==> src/rtl/debounce_pkg.sv <==
// Shared constants and helpers for the push-button front end.
// Idle (released) raw level, default debounce width, fixed channel roles.
package debounce_pkg;

    localparam int DB_BITS_DEF = 11;
    localparam int BTN_INC     = 0;
    localparam int BTN_DEC     = 1;

    function automatic logic idle_level(input bit active_low);
        return active_low ? 1'b1 : 1'b0;
    endfunction

endpackage

==> src/rtl/button_debouncer.sv <==
// One button channel: 2-FF synchroniser, stability counter, debounced level, press pulse.
// Latency: level 2**(DB_BITS-1)+2 edges after first sample, press pulse one edge later.
// No backpressure: the press pulse is a single-cycle strobe.
module button_debouncer
    import debounce_pkg::*;
#(
    parameter int DB_BITS    = DB_BITS_DEF,
    parameter bit ACTIVE_LOW = 1'b1
) (
    input  logic clk,
    input  logic n_reset,
    input  logic btn_in,
    output logic btn_level,
    output logic btn_press
);

    logic               s1_q, s2_q;
    logic [DB_BITS-1:0] db_cnt_q, db_cnt_d;
    logic               level_q, level_d;
    logic               level_prev_q;
    logic               press_q, press_d;
    logic               stable;

    // MSB set means the synchronised input has not moved for 2**(DB_BITS-1) cycles.
    assign stable = db_cnt_q[DB_BITS-1];

    always_comb begin
        db_cnt_d = db_cnt_q;
        level_d  = level_q;
        press_d  = level_q & ~level_prev_q;
        if (s1_q != s2_q) begin
            db_cnt_d = '0;
        end else if (!stable) begin
            db_cnt_d = db_cnt_q + DB_BITS'(1);
        end
        if (stable) begin
            level_d = ACTIVE_LOW ? ~s2_q : s2_q;
        end
    end

    always_ff @(posedge clk or negedge n_reset) begin
        if (!n_reset) begin
            s1_q         <= idle_level(ACTIVE_LOW);
            s2_q         <= idle_level(ACTIVE_LOW);
            db_cnt_q     <= '0;
            level_q      <= 1'b0;
            level_prev_q <= 1'b0;
            press_q      <= 1'b0;
        end else begin
            s1_q         <= btn_in;
            s2_q         <= s1_q;
            db_cnt_q     <= db_cnt_d;
            level_q      <= level_d;
            level_prev_q <= level_q;
            press_q      <= press_d;
        end
    end

    assign btn_level = level_q;
    assign btn_press = press_q;

endmodule

==> src/rtl/debounced_selector_counter.sv <==
// N-channel debounced buttons driving a bounded selector (ch0 up, ch1 down, others pulse-only).
// Latency: count/wrap_evt change one edge after the registered press pulse.
// No backpressure: outputs are free-running levels and single-cycle strobes.
module debounced_selector_counter
    import debounce_pkg::*;
#(
    parameter int NUM_BTN    = 2,
    parameter int DB_BITS    = DB_BITS_DEF,
    parameter int CNT_MIN    = 1,
    parameter int CNT_MAX    = 2,
    parameter int CNT_W      = $clog2(CNT_MAX + 1),
    parameter bit WRAP       = 1'b1,
    parameter bit ACTIVE_LOW = 1'b1
) (
    input  logic               clk,
    input  logic               n_reset,
    input  logic [NUM_BTN-1:0] btn_in,
    input  logic               enable,
    input  logic               clear,
    output logic [CNT_W-1:0]   count,
    output logic [NUM_BTN-1:0] btn_level,
    output logic [NUM_BTN-1:0] btn_press,
    output logic               wrap_evt
);

    localparam logic [CNT_W-1:0] MIN_V = CNT_W'(CNT_MIN);
    localparam logic [CNT_W-1:0] MAX_V = CNT_W'(CNT_MAX);

    logic [NUM_BTN-1:0] press_w;
    logic [CNT_W-1:0]   count_q, count_d;
    logic               wrap_q, wrap_d;
    logic               inc, dec;

    for (genvar i = 0; i < NUM_BTN; i++) begin : g_btn
        button_debouncer #(
            .DB_BITS    (DB_BITS),
            .ACTIVE_LOW (ACTIVE_LOW)
        ) u_db (
            .clk       (clk),
            .n_reset   (n_reset),
            .btn_in    (btn_in[i]),
            .btn_level (btn_level[i]),
            .btn_press (press_w[i])
        );
    end

    assign inc = press_w[BTN_INC];
    assign dec = press_w[BTN_DEC];

    // Bounds are compared before stepping so the count never leaves [MIN, MAX].
    always_comb begin
        count_d = count_q;
        wrap_d  = 1'b0;
        if (clear) begin
            count_d = MIN_V;
        end else if (enable && (inc ^ dec)) begin
            if (inc) begin
                if (count_q == MAX_V) begin
                    if (WRAP) begin
                        count_d = MIN_V;
                        wrap_d  = 1'b1;
                    end
                end else begin
                    count_d = count_q + CNT_W'(1);
                end
            end else begin
                if (count_q == MIN_V) begin
                    if (WRAP) begin
                        count_d = MAX_V;
                        wrap_d  = 1'b1;
                    end
                end else begin
                    count_d = count_q - CNT_W'(1);
                end
            end
        end
    end

    always_ff @(posedge clk or negedge n_reset) begin
        if (!n_reset) begin
            count_q <= MIN_V;
            wrap_q  <= 1'b0;
        end else begin
            count_q <= count_d;
            wrap_q  <= wrap_d;
        end
    end

    assign count     = count_q;
    assign wrap_evt  = wrap_q;
    assign btn_press = press_w;

endmodule
==> config.mk <==
export PLATFORM = sky130hd
export DESIGN_NAME = debounced_selector_counter
export DESIGN_NICKNAME = d
export VERILOG_FILES = /design/src/rtl/debounce_pkg.sv /design/src/rtl/button_debouncer.sv /design/src/rtl/debounced_selector_counter.sv
export SDC_FILE = /design/constraint.sdc
export NUM_CORES = 1
export LEC_CHECK = 0
export ABC_AREA = 1
export BUFFER_PORTS_ARGS = -buffer_cell sky130_fd_sc_hd__buf_2
export CAP_MARGIN = 20
export CORE_ASPECT_RATIO = 0.8
export CORE_MARGIN = 2
export CORE_UTILIZATION = 40
export DETAILED_ROUTE_END_ITERATION = 16
export HOLD_SLACK_MARGIN = 0.15
export SKIP_LAST_GASP = 1
export SLEW_MARGIN = 20
export SYNTH_ARGS = -nofsm -noshare
export SYNTH_HDL_FRONTEND = slang
export SYNTH_SLANG_ARGS = --single-unit
export TNS_END_PERCENT = 10
==> constraint.sdc <==
create_clock -name clk -period 1.6 [get_ports clk]
set_input_delay 0.16 -clock clk [delete_from_list [all_inputs] [get_ports clk]]
set_output_delay 0.16 -clock clk [all_outputs]
set_load 0.01 [all_outputs]
# After elaboration in Yosys (flattened, before gate mapping)
# Index checks and enable logic that the tools add are counted.
dict set report word_totals {
  register_bits 35
  input_bits 6
  wordCells 49
}
dict set report op_classes {
  n_addsub 4
  n_eq_ne 6
  n_mux 14
  bitwise 7
  reduce_logical 2
}
# op n
set op_table {}
lappend op_table {{$mux 11} 4}
lappend op_table {{$add 11x1->11 const B} 2}
lappend op_table {{$mux 2} 5}
lappend op_table {{$mux 1} 5}
lappend op_table {{$ne 2x2->1 const B} 2}
lappend op_table {{$not 1->1} 4}
lappend op_table {{$add 2x1->2 const B} 1}
lappend op_table {{$and 1x1->1} 2}
lappend op_table {{$eq 2x1->1 const B} 1}
lappend op_table {{$eq 2x2->1 const B} 1}
lappend op_table {{$ne 1x1->1} 2}
lappend op_table {{$reduce_bool 2->1} 1}
lappend op_table {{$sub 2x1->2 const B} 1}
lappend op_table {{$logic_and 1x1->1} 1}
lappend op_table {{$xor 1x1->1} 1}

# Logic depth before layout (Yosys ltp)
# Gate-level depths: netlist of run 1.
dict set report depth {
  ltp_word 5
  depth_mapped 8
  depth_no_buf 8
}

# By module
# Synthesis of run 1 repeated with hierarchy kept, for this count alone.
dict set report hier_totals {
  hier_cells 202
  hier_area_um2 1724.2
}
# module instances cells_each area_each_um2 seq_area_each_um2
set by_module_without_submodules {}
lappend by_module_without_submodules {button_debouncer 2 87 762.0 402.9}
lappend by_module_without_submodules {debounced_selector_counter 1 28 200.2 76.3}

# Least setup slack after synthesis of run 1
# Ideal clock, no wire load.
dict set report synth_path {
  kind {register to register}
  from {reg g_btn[1].u_db.s1_q}
  to {reg g_btn[1].u_db.db_cnt_q[7]}
  arrival_ns 1.040
  required_time_ns 1.481
  path_slack_ns 0.441
  path_stages_with_launch 5
  n_path_buf 0
  period_less_slack_ns 1.159
  cell_sequence {dfstp_2 xor2_1 inv_2 o21ai_1 nor2_1}
}
dict set report synth_via {
  elab_chain_cells 2
  word_cells_on_any_way 3
  classes_between {2 x eq/ne; 1 x mux}
}
# item line
set synth_lines {}
lappend synth_lines {{from (decl)} button_debouncer.sv:17} ;# logic s1_q, s2_q;
lappend synth_lines {{from (signal assigned)} button_debouncer.sv:43} ;# s1_q <= idle_level(ACTIVE_LOW);
lappend synth_lines {{from (signal assigned)} button_debouncer.sv:50} ;# s1_q <= btn_in;
lappend synth_lines {{$ne 1x1->1 (*)} button_debouncer.sv:31} ;# if (s1_q != s2_q) begin
lappend synth_lines {{$ne 2x2->1 (no line) or $mux 11 (tied branches)} n/a}
lappend synth_lines {{to (signal assigned)} button_debouncer.sv:52} ;# db_cnt_q <= db_cnt_d;
lappend synth_lines {{to (decl)} button_debouncer.sv:18} ;# logic [DB_BITS-1:0] db_cnt_q, db_cnt_d;
# Mark *: on every way between the ends. The rest lies on a longest branch, timed or not.
# A chain may end at the register's enable or synchronous reset.

# Final worst setup path of run 1
dict set report layout_path {
  from {reg g_btn[0].u_db.db_cnt_q[10]}
  to {reg g_btn[0].u_db.db_cnt_q[7]}
}
dict set report layout_via {
  elab_chain_cells 1
}
# item line
set layout_lines {}
lappend layout_lines {{from (decl)} button_debouncer.sv:18}
lappend layout_lines {{from (signal assigned)} button_debouncer.sv:52}
lappend layout_lines {{$ne 2x2->1 (no line)} n/a}
# Every way passes these cells.

==> results of run 1 <==
cells by family after synthesis:
logic type      Yosys count
fa+ha+maj                 2
xor+xnor                  2
compound gates           22
mux                       1
buf+inv                  35
simple gates             98
flops                    35
metal layers:
layer	track usage [%]	part of all wire, %	vias up
met3	4.34	4.0	2
met4	5.45	0.61	0
met1	18.6	58	529
li1	-	-	642
met5	0	0	-
met2	19.9	37	14
flip-flops by register name, summed over array words and instances, names as in the netlist:
register and count:
g_btn.u_db.s1_q 2, g_btn.u_db.btn_press 2, g_btn.u_db.btn_level 2, g_btn.u_db.s2_q 2, g_btn.u_db.level_prev_q 2, g_btn.u_db.db_cnt_q 22
count 2, wrap_evt 1
through the flow:
stage | hold WS (ps) | instance area [um^2] | utilization (%)
finish | 202 | 1910 | 49.0
global route | 220 | 1910 | 49.0
CTS | 193 | 1910 | 49.0
detailed placement | 222 | 1770 | 45.4
global placement | 224 | 1770 | 45.4
floorplan | -136 | 1670 | -
cell usage after synthesis, types with 3 or more instances:
master	count	area [um^2]
nand4_1	5	31.3
dfstp_2	5	131
nand3_1	8	40.0
dfrtp_1	30	751
inv_2	5	18.8
inv_1	24	90.1
o21ai_1	4	20.0
nand2_1	50	188
a21oi_1	11	55.1
buf_4	5	37.5
nor2_1	20	75.1
nor3_1	4	20.0
o21ai_0	5	25.0
nor2_2	3	18.8
worst max-delay path: stages, from the launching register on:
cell	delay, ps
dfrtp_1	400
inv_2	160
nand2_1	120
nor2_4	150
nand3_1	80
nand2_1	80
nand2_1	50
nand2_1	50
inv_1	30
timing repair:
item / CTS / global route
gates resized for setup: 0 / 0
hold endpoints to repair: 34 / 0
hold buffers: 4 / 0
power by group:
part	internal [W]	leakage [nW]	switching, W
Combinational	0.0000732	0.432	0.0000992
Sequential	0.000926	0.465	0.0000336
Clock	0.000393	0.0515	0.000287
area by class of cell:
class / count / area (um^2)
inverters: 30 / 113
fillers: 382 / 1990
clock buffers: 8 / 100
well taps: 55 / 68.8
flip-flops and latches: 35 / 882
repair buffers: 18 / 115
multi-input cells: 125 / 633
how the worst min path moves through the flow:
stage | end | depth (start not counted)
detailed placement | g_btn[1].u_db.btn_level | 2
CTS | wrap_evt | 5
global placement | g_btn[1].u_db.btn_level | 2
floorplan | count[1] | 0
finish | wrap_evt | 5
global route | wrap_evt | 5
==> flow_summary.toml, run 1 <==
[run_status]
status = "completed"

[synth]
netlist_instances = 195
yosysWarningCount = 0
synthXorXnorAreaFrac_pct = 2.18
synth.yosys.seq_area_share_pct = 53.0
synth_top_family_by_area = "simple AND/OR/NAND/NOR gates"
synth_edf_count = 0
synth.mux.area_fraction_pct = 0.676
synth_area_mm2 = 0.00167
synth_fp_nets = 203
ys.flop_type = "dfrtp_1"
async_flop_share_pct = 100
synth_compound_area_share_pct = 6.99
syn_area_per_cell_um2 = 8.54
synth-seq-cells = 35
synthAdderAreaFrac_pct = 1.50
synth_cell_types = 27
synth-simple-area-share_pct = 26.7

[global_route]
antenna_found_initial = 0
gr-usage-all-layers_pct = 13.4
grt_pass1_vias = 1088
grt_pass1_wl_mm = 4.80
grt_max_degree = 36
grt-ovfl-total = 0

[pwr]
finalPower_w = 0.00181
power.leakage_nw = 0.949
p_per_area_mw_per_mm2 = 948
peakVddDrop_v = 0.000480

[sta]
fin_tns_setup_ps = 0
fin_crit_sh_pct = 77.4
fmaxAchievable_ghz = 0.808
setup_viol = 0
slew_violations = 0
fin_crit_ps = 1240
finalWorstSetupSlack_ps = 362
slew_headroom_pct = 71.7
fin_skew_ps = 5.18
rsz0062_at_grt = "no"
worst_pin_slew_ps = 425
finalHoldViolCount = 0

[floorplanning]
fp-row-count = 20
die-area_mm2 = 0.00470
coreArea_mm2 = 0.00390
die_h_um = 61.7
start_util_pct = 42.7
io_pins = 13
die_w_um = 76.1

[cts]
clockBufferDepth = 2
cts_buffers = 5
clk_pin_slew_ps = 70
insertion_delay_ps = 280
cts_tree = "built"
h-tree-depth = 2
cts.sinks = 35
post-cts-setup-buffers = 0
root_buffer = "clkbuf_8"

[routing]
drt_iter0_drc = 72
dr.pass1.iters = 4
drcViolationCount = 0
via_count = 1187
vias_per_cell = 4.38
drt_wl_total_mm = 2.63
ant_nets = 0
wl_per_cell_um = 9.70

[worst_hold_path]
min-delay-start = "enable"
hold_class = "in2reg"

[place]
place_hpwl_mm = 1.90
port_buffers = 12
post-place-ws_ps = 370
dp.cells = 259
finalWeightedCongestion = 0.799

[critical_path]
reg2reg_depth = 8
criticalPathCategory = "reg2reg"
crit_end = "g_btn[0].u_db.db_cnt_q[7]"
cp_max_fo = 11
cp_data_required_time_ps = 1770
r2r_start = "g_btn[0].u_db.db_cnt_q[10]"
start_kind = "flop"
worstSetupEndpointType = "flop"
worstPathArrival_ps = 1410
r2r_slack_ps = 360
startpoint = "g_btn[0].u_db.db_cnt_q[10]"
r2r_end = "g_btn[0].u_db.db_cnt_q[7]"

[finish]
stdcell_count = 271
layout_common_cells = "50 x nand2_1, 30 x dfrtp_1, 24 x inv_1"
final_common_cell = "nand2_1"
area_delta_synth_final_pct = 14.8
antenna_cells = 0
nNetsFinal = 223
layout-drive-gt1-share_pct = 19.9

[job]
drv_cap = 0
(Power assumes the default switching activity.)
==> run 2, diff against run 1 <==
Settings changed: ABC_AREA 1 to 0.
Clock period 1.6 ns to 1.1 ns, I/O delays scaled along.
==> run 2 against run 1 <==
Net effect:
- clock-buffer cell count is the same
- sequential power grew 44%
- sequential share of layout area shrank 5.3 points
- cell area grew 13%
- the flow now finishes with violations (setup timing)
- synthesized cell count shrank 25%
- combinational power grew 120%
==> flow_summary.toml, run 2 <==
[sta]
worst_pin_slew_ps = 354
fin_crit_ps = 1310
slew_headroom_pct = 76.4
finalWorstSetupSlack_ps = -209
slew_violations = 0
setup_viol = 18
fin_crit_sh_pct = 119
finalHoldViolCount = 0
rsz0062_at_grt = "yes"
fmaxAchievable_ghz = 0.764
holdWs_ps = 263
fin_skew_ps = 7.15

[floorplanning]
die_w_um = 75.3
die_h_um = 61.0
start_util_pct = 42.2
io_pins = 13
die-area_mm2 = 0.00460
fp-row-count = 20
coreArea_mm2 = 0.00385

[synth]
async_flop_share_pct = 100
synth-seq-cells = 35
synth_area_mm2 = 0.00163
yosysTopAreaCell = "dfrtp_1"
synth_top_area_share_pct = 46.2
ys_top_cells_by_count = "30 x dfrtp_1, 13 x a21oi_1, 11 x nor2_1"
ys.flop_type = "dfrtp_1"
yosysMostFrequentCell = "dfrtp_1"
netlist_instances = 147
synthTopCellsByArea = "dfrtp_1 46%, dfstp_2 8.1%, xor2_1 4.8%"
synth_cell_types = 35
synth_edf_count = 0
synth_fp_nets = 155
yosysWarningCount = 0
syn_area_per_cell_um2 = 11.1
synth.yosys.seq_area_share_pct = 54.2

[critical_path]
criticalPathCategory = "reg2reg"
start_kind = "flop"
cp_data_required_time_ps = 1310
worstSetupEndpointType = "flop"
cp_max_fo = 5
worstPathArrival_ps = 1520

[cts]
h-tree-depth = 2
insertion_delay_ps = 280
root_buffer = "clkbuf_8"
clockBufferDepth = 2
cts.sinks = 35
cts_buffers = 5
clk_pin_slew_ps = 70
cts_tree = "built"

[pwr]
netSwitchingPower_w = 0.000657
power.leakage_nw = 0.988
swShare_pct = 23.7
p_per_area_mw_per_mm2 = 1280
combPwrFrac_pct = 13.8
pwr-share-clk_pct = 36.5
p_int_w = 0.00211
finalPower_w = 0.00277
peakVddDrop_v = 0.000734
seqPwrFrac_pct = 49.8

[global_route]
grt-ovfl-total = 0
grt_pass1_wl_mm = 5.55
gr-usage-all-layers_pct = 16.4
antenna_found_initial = 0
grt_pass1_vias = 1299
grt_max_degree = 24

[routing]
vias_per_cell = 5.00
dr.pass1.iters = 4
drcViolationCount = 0
via_count = 1269
drt_iter0_drc = 99
ant_nets = 0
wl_per_cell_um = 12.9
drt_wl_total_mm = 3.28

[place]
post-place-ws_ps = -191
port_buffers = 12
place_hpwl_mm = 2.33
finalWeightedCongestion = 0.831
dpl-instance-area_mm2 = 0.00197

[finish]
largest_reg_flops = 22
design_area_mm2 = 0.00216
fillers = 351
nNetsFinal = 206
layout-drive-gt1-share_pct = 33.7
final_core_util_pct = 56.1
antenna_cells = 0
area_delta_synth_final_pct = 32.8
final_common_cell = "buf_4"
largest_register = "g_btn.u_db.db_cnt_q"
layout_common_cells = "33 x buf_4, 30 x dfrtp_1, 13 x a21oi_1"

[run_status]
status = "finished with violations"
violations = "setup timing"

[worst_hold_path]
hold_class = "in2async"

[job]
drv_cap = 0
-- run 2: changes by cell type after synthesis, moves of 6 or more --
cell / before / now
or4_1: 0 / 6
xor2_1: 1 / 9
o31ai_1: 0 / 6
inv_1: 24 / 6
nor2_1: 20 / 11
nand2_1: 50 / 6
-- run 2: metrics by stage --
step,TNS (ps),std cells
2_1_floorplan,-2050,147
3_3_place_gp,-1340,240
3_5_place_dp,-1820,240
4_1_cts,-2170,253
5_1_grt,-3610,254
6_report,-1930,254
-- run 2: kinds of logic after synthesis --
kind of cell / after synthesis / synth area share (%)
XOR/XNOR: 10 / 5.38
AND/OR/NAND/NOR: 53 / 20.5
adder cells (fa/ha/maj): 2 / 1.54
flip-flops: 35 / 54.2
AO/OA/AOI/OAI: 29 / 10.8
buffers and inverters: 13 / 4.46
multiplexers: 5 / 3.08
-- run 2: layer usage --
| metal | global-route usage [%] | wire length [um] |
|---|---|---|
| met4 | 7.02 | 36 |
| met2 | 26.0 | 1480 |
| met3 | 3.93 | 105 |
| met1 | 21.7 | 1650 |
| met5 | 0 | 0 |
-- run 2: layout make-up --
| class | instances | area [um^2] | share of cell area, % |
|---|---|---|---|
| Clock buffer | 8 | 100 | 4.63 |
| Inverter | 6 | 22.5 | 1.04 |
| Multi-Input combinational cell | 99 | 709 | 32.8 |
| Sequential cell | 35 | 882 | 40.8 |
| Tap cell | 55 | 68.8 | 3.18 |
| Timing Repair Buffer | 51 | 378 | 17.5 |
-- run 2: critical path, stage by stage, from the launching register on --
cell	delay, ps
dfrtp_1	360
ha_2	210
nand2b_4	70
or4_1	470
a21oi_1	130
-- run 2: power by group through the flow --
stage / combinational [W] / clock, W / sequential [W]
6_report: 0.000382 / 0.00101 / 0.00138
5_1_grt: 0.000418 / 0.00108 / 0.00138
4_1_cts: 0.000356 / 0.00103 / 0.00137
3_5_place_dp: 0.000339 / 0 / 0.00139
3_3_place_gp: 0.000324 / 0 / 0.00139
2_1_floorplan: 0.000116 / 0 / 0.00141
-- run 2: worst paths after layout --
path / slack, ps / to / from / depth (start not counted)
worst min-delay path: 260 / count[1] / n_reset / 2
worst max register to register: -210 / g_btn[1].u_db.db_cnt_q[6] / g_btn[1].u_db.db_cnt_q[1] / 4
max in group asynchronous: 320 / g_btn[1].u_db.s1_q / n_reset / 3
min in group clk: 370 / g_btn[1].u_db.s2_q / g_btn[1].u_db.s1_q / 0
worst max-delay path: -210 / g_btn[1].u_db.db_cnt_q[6] / g_btn[1].u_db.db_cnt_q[1] / 4
worst min register to register: 370 / g_btn[1].u_db.s2_q / g_btn[1].u_db.s1_q / 0
-- run 2: what timing repair did --
| action | 4_1_cts | 5_1_grt |
|---|---|---|
| pin swaps | 0 | 1 |
| setup endpoints to repair | 17 | 27 |
| endpoints found under the hold margin | 36 | 0 |
| buffers inserted | 0 | 1 |
| gates cloned | 0 | 0 |
| hold buffers | 5 | 0 |
| gates resized for setup | 0 | 5 |
==> run 3, diff against run 2 <==
Settings changed: ABC_AREA 0 to 1, GPL_ROUTABILITY_DRIVEN set to 1.
==> run 3 against run 2 <==
Net effect:
- the flow still finishes with violations (setup timing)
- clock-buffer cell count decreased by 3
- worst setup slack improved by 140 ps
- highest routed layer is now met3
- wire length shrank 12%
- sequential share of layout area is 1.0 points higher
- clock power fell by 14%
- cell area is 2.3% lower
- power down 5.4%
- combinational power is 9.2% lower
- non-clock buffer count shrank 16
- die area increased by 2.2%
- worst hold slack better by 48 ps
- critical endpoint is now g_btn[0].u_db.db_cnt_q[7]
==> flow_summary.toml, run 3 (synthesis results as in run 1) <==
[finish]
antenna_cells = 0
final_common_cell = "nand2_1"
stdcell_count = 288
layout-drive-gt1-share_pct = 30.0
nNetsFinal = 240
largest_reg_flops = 22
largest_register = "g_btn.u_db.db_cnt_q"
layout_common_cells = "48 x nand2_1, 29 x dfrtp_1, 24 x inv_1"
final_core_util_pct = 54.1
area_delta_synth_final_pct = 26.8

[cts]
clk_pin_slew_ps = 80
cts.sinks = 35
cts_tree = "built"
root_buffer = "clkbuf_8"
h-tree-depth = 2
clockBufferDepth = 2
cts_buffers = 5
insertion_delay_ps = 280

[critical_path]
crit_buf_inv = 2
cp_common_cell = "nand2_1"
reg2reg_depth = 8
cpPeakStageDelay_ps = 410
start_kind = "flop"
r2r_start = "g_btn[0].u_db.db_cnt_q[0]"
cp_data_required_time_ps = 1270
cp_max_fo = 5
r2r_end = "g_btn[0].u_db.db_cnt_q[7]"
worstPathArrival_ps = 1340
cp_top_family = "simple AND/OR/NAND/NOR gates"
startpoint = "g_btn[0].u_db.db_cnt_q[0]"
criticalPathCategory = "reg2reg"
worstPathCellList = "buf_6, nand2_2, nor2_4, nand3_2, nand2_1, nand2_1, nand2_1, inv_1"
worstSetupEndpointType = "flop"
r2r_slack_ps = -70
slowest_stage = "dfrtp_1"

[sta]
rsz0062_at_grt = "yes"
finalHoldViolCount = 0
slew_violations = 0
finalWorstSetupSlack_ps = -66.2
fin_crit_ps = 1170
fin_skew_ps = 11.0
worst_pin_slew_ps = 343
fin_crit_sh_pct = 106
fmaxAchievable_ghz = 0.857
slew_headroom_pct = 77.2
setup_viol = 15

[worst_hold_path]
hold_class = "in2async"

[floorplanning]
coreArea_mm2 = 0.00390
die_w_um = 76.1
start_util_pct = 42.7
die_h_um = 61.7
io_pins = 13
fp-row-count = 20
die-area_mm2 = 0.00470

[place]
dp.cells = 273
place_hpwl_mm = 2.07
port_buffers = 12
finalWeightedCongestion = 0.842

[pwr]
swShare_pct = 25.3
netSwitchingPower_w = 0.000664
pwr-share-clk_pct = 33.4
p_per_area_mw_per_mm2 = 1240
combPwrFrac_pct = 13.3
peakVddDrop_v = 0.000903
seqPwrFrac_pct = 53.4
power.leakage_nw = 1.03
p_int_w = 0.00195

[routing]
drt_wl_total_mm = 2.89
wl_per_cell_um = 10.0
via_count = 1263
drt_iter0_drc = 110
dr.pass1.iters = 4
vias_per_cell = 4.39
ant_nets = 0
drcViolationCount = 0

[global_route]
gr-usage-all-layers_pct = 14.2
grt_pass1_wl_mm = 5.14
antenna_found_initial = 0
grt_pass1_vias = 1158
grt_max_degree = 36
grt-ovfl-total = 0

[run_status]
status = "finished with violations"
violations = "setup timing"

[job]
drv_cap = 0
## run 3: power by group through the flow
| stage | Clock [W] | Combinational, W | Sequential [W] |
|---|---|---|---|
| after floorplan | 0 | 0.000164 | 0.00142 |
| after global placement | 0 | 0.000309 | 0.00141 |
| after detailed placement | 0 | 0.000313 | 0.00141 |
| after CTS | 0.000912 | 0.000344 | 0.00139 |
| after global routing | 0.000979 | 0.000403 | 0.00141 |
| final | 0.000873 | 0.000347 | 0.00140 |
## run 3: routing by layer
| layer | global-route usage (%) | vias up | share of wire [%] |
|---|---|---|---|
| li1 | - | 680 | - |
| met2 | 21.4 | 18 | 41 |
| met1 | 20.5 | 565 | 56 |
| met3 | 3.90 | 0 | 3.7 |
| met5 | 0 | - | 0 |
| met4 | 3.90 | 0 | 0 |
## run 3: cell type report
| type | instances | area, um^2 |
|---|---|---|
| Inverter | 30 | 113 |
| Tap cell | 55 | 68.8 |
| Sequential cell | 35 | 883 |
| Fill cell | 378 | 1790 |
| Multi-Input combinational cell | 125 | 702 |
| Timing Repair Buffer | 35 | 262 |
| Clock buffer | 5 | 68.8 |
| Clock inverter | 3 | 15.0 |
## run 3: what timing repair did
item,4_1_cts,5_1_grt
resized for setup,8,6
pin swaps,9,4
hold buffers,5,0
endpoints found under the setup margin,17,22
buffers inserted,2,0
endpoints found under the hold margin,39,0
## run 3: tightest hold or removal path: cells and delay by family
kind                   cells  cell delay, ps
buffers and inverters      3             850
## run 3: worst max-delay path by stage
stage | endpoint | depth (start not counted)
finish | g_btn[0].u_db.db_cnt_q[7] | 8
global route | g_btn[1].u_db.db_cnt_q[5] | 6
CTS | g_btn[1].u_db.db_cnt_q[8] | 6
detailed placement | g_btn[1].u_db.db_cnt_q[8] | 6
global placement | g_btn[1].u_db.db_cnt_q[7] | 4
floorplan | g_btn[1].u_db.db_cnt_q[4] | 5
## run 3: stage by stage
stage / hold slack, ps / TNS [ps] / cell area (um^2) / power, W / setup WS (ps)
after global routing: 317 / -2030 / 2110 / 0.00279 / -154
after floorplan: -186 / -43.3 / 1670 / 0.00158 / -35.2
after detailed placement: 87.1 / -526 / 1900 / 0.00172 / -93.2
after CTS: 313 / -328 / 2080 / 0.00265 / -42.9
final: 311 / -301 / 2110 / 0.00262 / -66.2
after global placement: 83.8 / -419 / 1900 / 0.00172 / -67.1
